[src/rtl/pipe_skid.sv]
// pipe_skid: two-entry valid/ready elastic pipeline stage (main + skid register), full throughput,
// no combinational out_ready->in_ready path. Define PIPE_SKID_STALL_CNT_EN to add the stall_cnt output.
module pipe_skid #(
    parameter int unsigned      width      = 32,
    parameter logic [width-1:0] flush_data = {width{1'b0}}
) (
    input  logic             clk,
    input  logic             rst,
    input  logic             flush,
    input  logic             in_valid,
    output logic             in_ready,
    input  logic [width-1:0] in_data,
    output logic             out_valid,
    input  logic             out_ready,
    output logic [width-1:0] out_data
`ifdef PIPE_SKID_STALL_CNT_EN
    ,
    output logic [31:0]      stall_cnt
`endif
);

    typedef enum logic [1:0] {
        EMPTY = 2'd0,
        ONE   = 2'd1,
        FULL  = 2'd2
    } state_t;

    state_t           state, state_nxt;
    logic [width-1:0] main_q, main_nxt;
    logic [width-1:0] skid_q, skid_nxt;

    // Handshake outputs decode registered state only, so out_ready never reaches in_ready.
    assign in_ready  = (state != FULL);
    assign out_valid = (state != EMPTY);
    assign out_data  = main_q;

    always_ff @(posedge clk or posedge rst) begin
        if (rst) begin
            state  <= EMPTY;
            main_q <= flush_data;
            skid_q <= flush_data;
        end else begin
            state  <= state_nxt;
            main_q <= main_nxt;
            skid_q <= skid_nxt;
        end
    end

    always_comb begin
        state_nxt = state;
        main_nxt  = main_q;
        skid_nxt  = skid_q;
        if (flush) begin
            // Squash wins over everything; a concurrent offer is simply dropped.
            state_nxt = EMPTY;
            main_nxt  = flush_data;
            skid_nxt  = flush_data;
        end else begin
            unique case (state)
                EMPTY: begin
                    if (in_valid) begin
                        main_nxt  = in_data;
                        state_nxt = ONE;
                    end
                end
                ONE: begin
                    if (in_valid && out_ready) begin
                        main_nxt = in_data;
                    end else if (in_valid) begin
                        skid_nxt  = in_data;
                        state_nxt = FULL;
                    end else if (out_ready) begin
                        state_nxt = EMPTY;
                    end
                end
                FULL: begin
                    if (out_ready) begin
                        main_nxt  = skid_q;
                        state_nxt = ONE;
                    end
                end
                default: begin
                    state_nxt = EMPTY;
                end
            endcase
        end
    end

`ifdef PIPE_SKID_STALL_CNT_EN
    // Saturating count of cycles where the head is offered but refused; flush leaves it alone.
    always_ff @(posedge clk or posedge rst) begin
        if (rst) begin
            stall_cnt <= 32'd0;
        end else if (out_valid && !out_ready && (stall_cnt != 32'hFFFF_FFFF)) begin
            stall_cnt <= stall_cnt + 32'd1;
        end
    end
`endif

`ifndef SYNTHESIS
    a_state_legal: assert property (@(posedge clk) disable iff (rst)
        state inside {EMPTY, ONE, FULL});

    a_head_stable: assert property (@(posedge clk) disable iff (rst)
        (out_valid && !out_ready && !flush) |=> (out_valid && $stable(out_data)));
`endif

endmodule

[config.mk]
export PLATFORM = sky130hd
export DESIGN_NAME = pipe_skid
export DESIGN_NICKNAME = d
export VERILOG_FILES = /design/src/rtl/pipe_skid.sv
export SDC_FILE = /design/constraint.sdc
export NUM_CORES = 1
export LEC_CHECK = 0
export ABC_AREA = 1
export ABC_CLOCK_PERIOD_IN_PS = 2400
export CELL_PAD_IN_SITES_DETAIL_PLACEMENT = 0
export CELL_PAD_IN_SITES_GLOBAL_PLACEMENT = 1
export CORE_UTILIZATION = 36
export CTS_BUF_LIST = sky130_fd_sc_hd__clkbuf_16
export DETAILED_ROUTE_END_ITERATION = 12
export MAX_ROUTING_LAYER = met4
export PLACE_DENSITY = 0.79
export SYNTH_ARGS = -nofsm -noshare
export SYNTH_HDL_FRONTEND = slang
export SYNTH_SLANG_ARGS = --single-unit
[constraint.sdc]
create_clock -name clk -period 2.4 [get_ports clk]
set_clock_uncertainty 0.2 [all_clocks]
set_input_delay 0.36 -clock clk [delete_from_list [all_inputs] [get_ports clk]]
set_output_delay 0.36 -clock clk [all_outputs]
set_load 0.005 [all_outputs]
### Yosys cells after proc, flatten, opt, wreduce, memory -nomap -nowiden

Index checks and enable logic that the tools add are counted.
W data, S select, Z words.

| word-level totals | value |
|---|---|
| flip-flop bits (word level) | 66 |
| latch bits | 0 |
| bits in writable memories | 0 |
| memory bits (read-only) | 0 |
| input bits | 37 |
| output and inout bits | 34 |
| word-level logic and storage cells | 36 |
| memories | 0 |

| operators by class | value |
|---|---|
| add/subtract/negate cells | 0 |
| $mul | 0 |
| div/mod/pow operators | 0 |
| magnitude comparators | 0 |
| equal/unequal tests | 9 |
| shifts and indexed selects | 0 |
| mux-type cells | 15 |
| bitwise logic cells | 0 |
| reductions and logical operators | 9 |

Operator list:

| kind | number |
|---|---|
| $mux W32 | 7 |
| $pmux W32 S3 | 1 |
| $mux W2 | 6 |
| $ne A3 B3 Y1 const B | 4 |
| $reduce_and A4 Y1 | 2 |
| $pmux W2 S3 | 1 |
| $reduce_bool A2 Y1 | 3 |
| $ne A2 B2 Y1 const B | 2 |
| $ne A4 B4 Y1 const B | 1 |
| $reduce_bool A4 Y1 | 1 |
| $reduce_and A3 Y1 | 1 |
| $eq A2 B1 Y1 const B | 1 |
| $eq A2 B2 Y1 const B | 1 |
| $logic_not A2 Y1 | 1 |
| $logic_and A1 B1 Y1 | 1 |

### Longest topological paths before layout

| depth | value |
|---|---|
| word-level depth | 5 |
| gate-level depth with buffers | 9 |
| depth with buffers taken out | 7 |

### Worst setup path after synthesis

Ideal clock, no wire load.

| timing | value |
|---|---|
| path type | flip-flop to output port |
| start | register state[0] |
| end | output port in_ready |
| data arrival time | 833 ps |
| required time | 1840 ps |
| setup slack | 1007 ps |
| stages on the path, launching flop included | 5 |
| buffers on the path | 2 |
| path through | dfrtp_1 inv_1 nand2_1 buf_4 buf_2 |

| on the way | value |
|---|---|
| longest elaborated chain between the ends | 1 |

Ends and longest elaborated chain:

| element | RTL line | source |
|---|---|---|
| start, declared | 28 | `state_t state, state_nxt;` |
| start signal, assigned | 43 | `state <= state_nxt;` |
| $ne A2 B2 Y1 | 33 | `assign in_ready = (state != FULL);` |
| end, declared | 11 | `output logic in_ready,` |

No other way between the ends.

### Worst setup path in the final report

Same ends and word-level chain as after synthesis.

==> flow_summary.ini <==
[sta]
fin_tns_setup_ns = 0
fin_crit_sh = 0.813
hold_violations = 0
worst_pin_slew_ns = 0.408
holdWs_ns = 0.236
finalSetupViolCount = 0
finalCriticalPeriod_ns = 1.95
timing.final.ws_setup_ns = 0.449
max_freq_mhz = 512
relSlewSlack = 0.728
slew_viol_final = 0
rsz0062_at_grt = false

[place]
place_inst = 597
dp_slack_ns = 0.429
placed_area_mm2 = 0.00398
hpwlAfterDp_um = 4950
place.gp.congestion = 0.748
port_buffers = 70

[clocking]
cts_tree = yes
cts_inserted_buffers = 9
clock_path_buffers = 2
cts_setup_buffers = 0
cts-root-buf = clkbuf_16
clkLatencyLatePin_ns = 0.32
clock-sinks = 66
cts_hold_buf = 0
cts_resized = 0
path_clk_slew_ns = 0.05
cts-htree-levels = 3

[route]
drc = 0
wl_per_cell_um = 12.8
viasPerCell = 4.69
num_vias = 2878
first_iter_violations = 136
first_pass_iters = 4
wl_um = 7850
antenna_left = 0

[setup_path]
cp_max_fo = 4
cp-end-kind = primary output
crit_type = register to primary output
cp.required_ns = 1.84
worstPathArrival_ns = 1.39
rr_startpoint = state[0]$_DFFE_PP0P_
startpoint = state[0]$_DFFE_PP0P_
cp-start-kind = register
reg2reg_depth = 8

[logic_synthesis]
synth_fp_nets = 473
ys_ff_latch = 66
ys_seq_area_frac = 0.521
netlist_instances = 436
syn_avg_cell_area_um2 = 7.27
yosysWarnings = 0
yosysUniqueCellTypes = 14
netlist_area_mm2 = 0.00317

[power_and_ir_drop]
leakage_nw = 2.35
pwr_density_cell_mw_per_mm2 = 711
peakVddDrop_uv = 455
p_total_mw = 3.03

[floorplanning]
dieArea_mm2 = 0.00919
die-height_um = 95.9
io_pins = 71
die-width_um = 95.9
coreArea_mm2 = 0.00838
start_util = 0.378
num_rows = 33

[finish]
syn_to_final_growth_pct = 34.1
fill_cells = 833
final_cells = 613
utilization = 0.508
layout-drive-gt1-share = 0.0492
nets = 540
stdcell_area_mm2 = 0.00425
num_antenna_cells = 0

[grt]
use_met3 = 0.0332
grt_max_degree = 67
met1_usage = 0.261
grt_usage = 0.195
busiest_layer = met2
grtUsageMet2 = 0.296
antenna_found_initial = 0
grt_pass1_vias = 2867
grt_pass1_wl_um = 13300
grt_overflow = 0

[outcome]
status = completed

[job]
drv_cap = 0

[hold_path]
hold_path_class = primary input to async pin
[critical path: stages, from the launching register on]
cell	delay [ns]
dfrtp_1	0.38
inv_1	0.12
nand2_2	0.10
clkdlybuf4s50_1	0.46
[logic make-up (layout without fill, tap and decap cells)]
| kind of cell | count (synthesis) | in the layout | synth area share |
|---|---|---|---|
| simple gates | 272 | 272 | 0.337 |
| flops | 66 | 66 | 0.521 |
| buf+inv | 64 | 136 | 0.0868 |
| compound gates | 33 | 33 | 0.0529 |
| xor+xnor | 1 | 1 | 0.00276 |
[cell usage in the layout, fill, tap and decap left out, drive strengths merged]
master	n
nand2	168
clkdlybuf4s50	70
nor2	67
dfrtp	66
inv	40
nand3	36
o21ai	32
buf	12
clkbuf	9
clkinv	4
nand4	1
o31ai	1
xnor2	1
bufinv	1
[area by class of cell]
type / count / area (um2) / share of cell area
repair buffers: 82 / 803 / 0.189
inverters: 38 / 143 / 0.0335
flip-flops and latches: 66 / 1650 / 0.388
clock buffers: 9 / 225 / 0.0529
well taps: 105 / 131 / 0.0309
clock inverters: 7 / 52.6 / 0.0124
multi-input cells: 306 / 1250 / 0.293
[report_power, final]
group          internal [mW]  total [mW]  switching, mW
clock network          0.781        1.23          0.451
logic                  0.267       0.533          0.266
registers               1.21        1.26         0.0525
[synth_stat cells]
| cell type | instances | area share |
|---|---|---|
| buf_1 | 2 | 0.0024 |
| buf_4 | 4 | 0.0095 |
| xnor2_1 | 1 | 0.0028 |
| nor2_1 | 67 | 0.079 |
| o21ai_0 | 32 | 0.050 |
| nand2_1 | 168 | 0.20 |
| buf_2 | 15 | 0.024 |
| dfrtp_1 | 66 | 0.52 |
| clkbuf_1 | 4 | 0.0047 |
| nand4_1 | 1 | 0.0020 |
| nand3_1 | 36 | 0.057 |
| o31ai_1 | 1 | 0.0024 |
| inv_1 | 38 | 0.045 |
| clkbuf_2 | 1 | 0.0016 |
[per-layer routing]
metal,vias to the layer above,routed length (um)
li1,1466,-
met5,-,0
met1,1341,3910
met2,58,3500
met3,13,293
met4,0,150
[sequential cells by signal, indices dropped and copies added (netlist names)]
signal    cells
state         2
skid_q       32
out_data     32
[final timing paths]
kind,end,slack [ns]
max,in_ready,0.45
min,out_data[24]$_DFFE_PP0P_,0.24
max reg2reg,out_data[24]$_DFFE_PP0P_,0.86
min reg2reg,out_data[31]$_DFFE_PP0P_,0.28
max in group asynchronous,skid_q[12]$_DFFE_PP0P_,1.48
min in group clk,out_data[31]$_DFFE_PP0P_,0.28
Power figures use the tool's default switching activity.
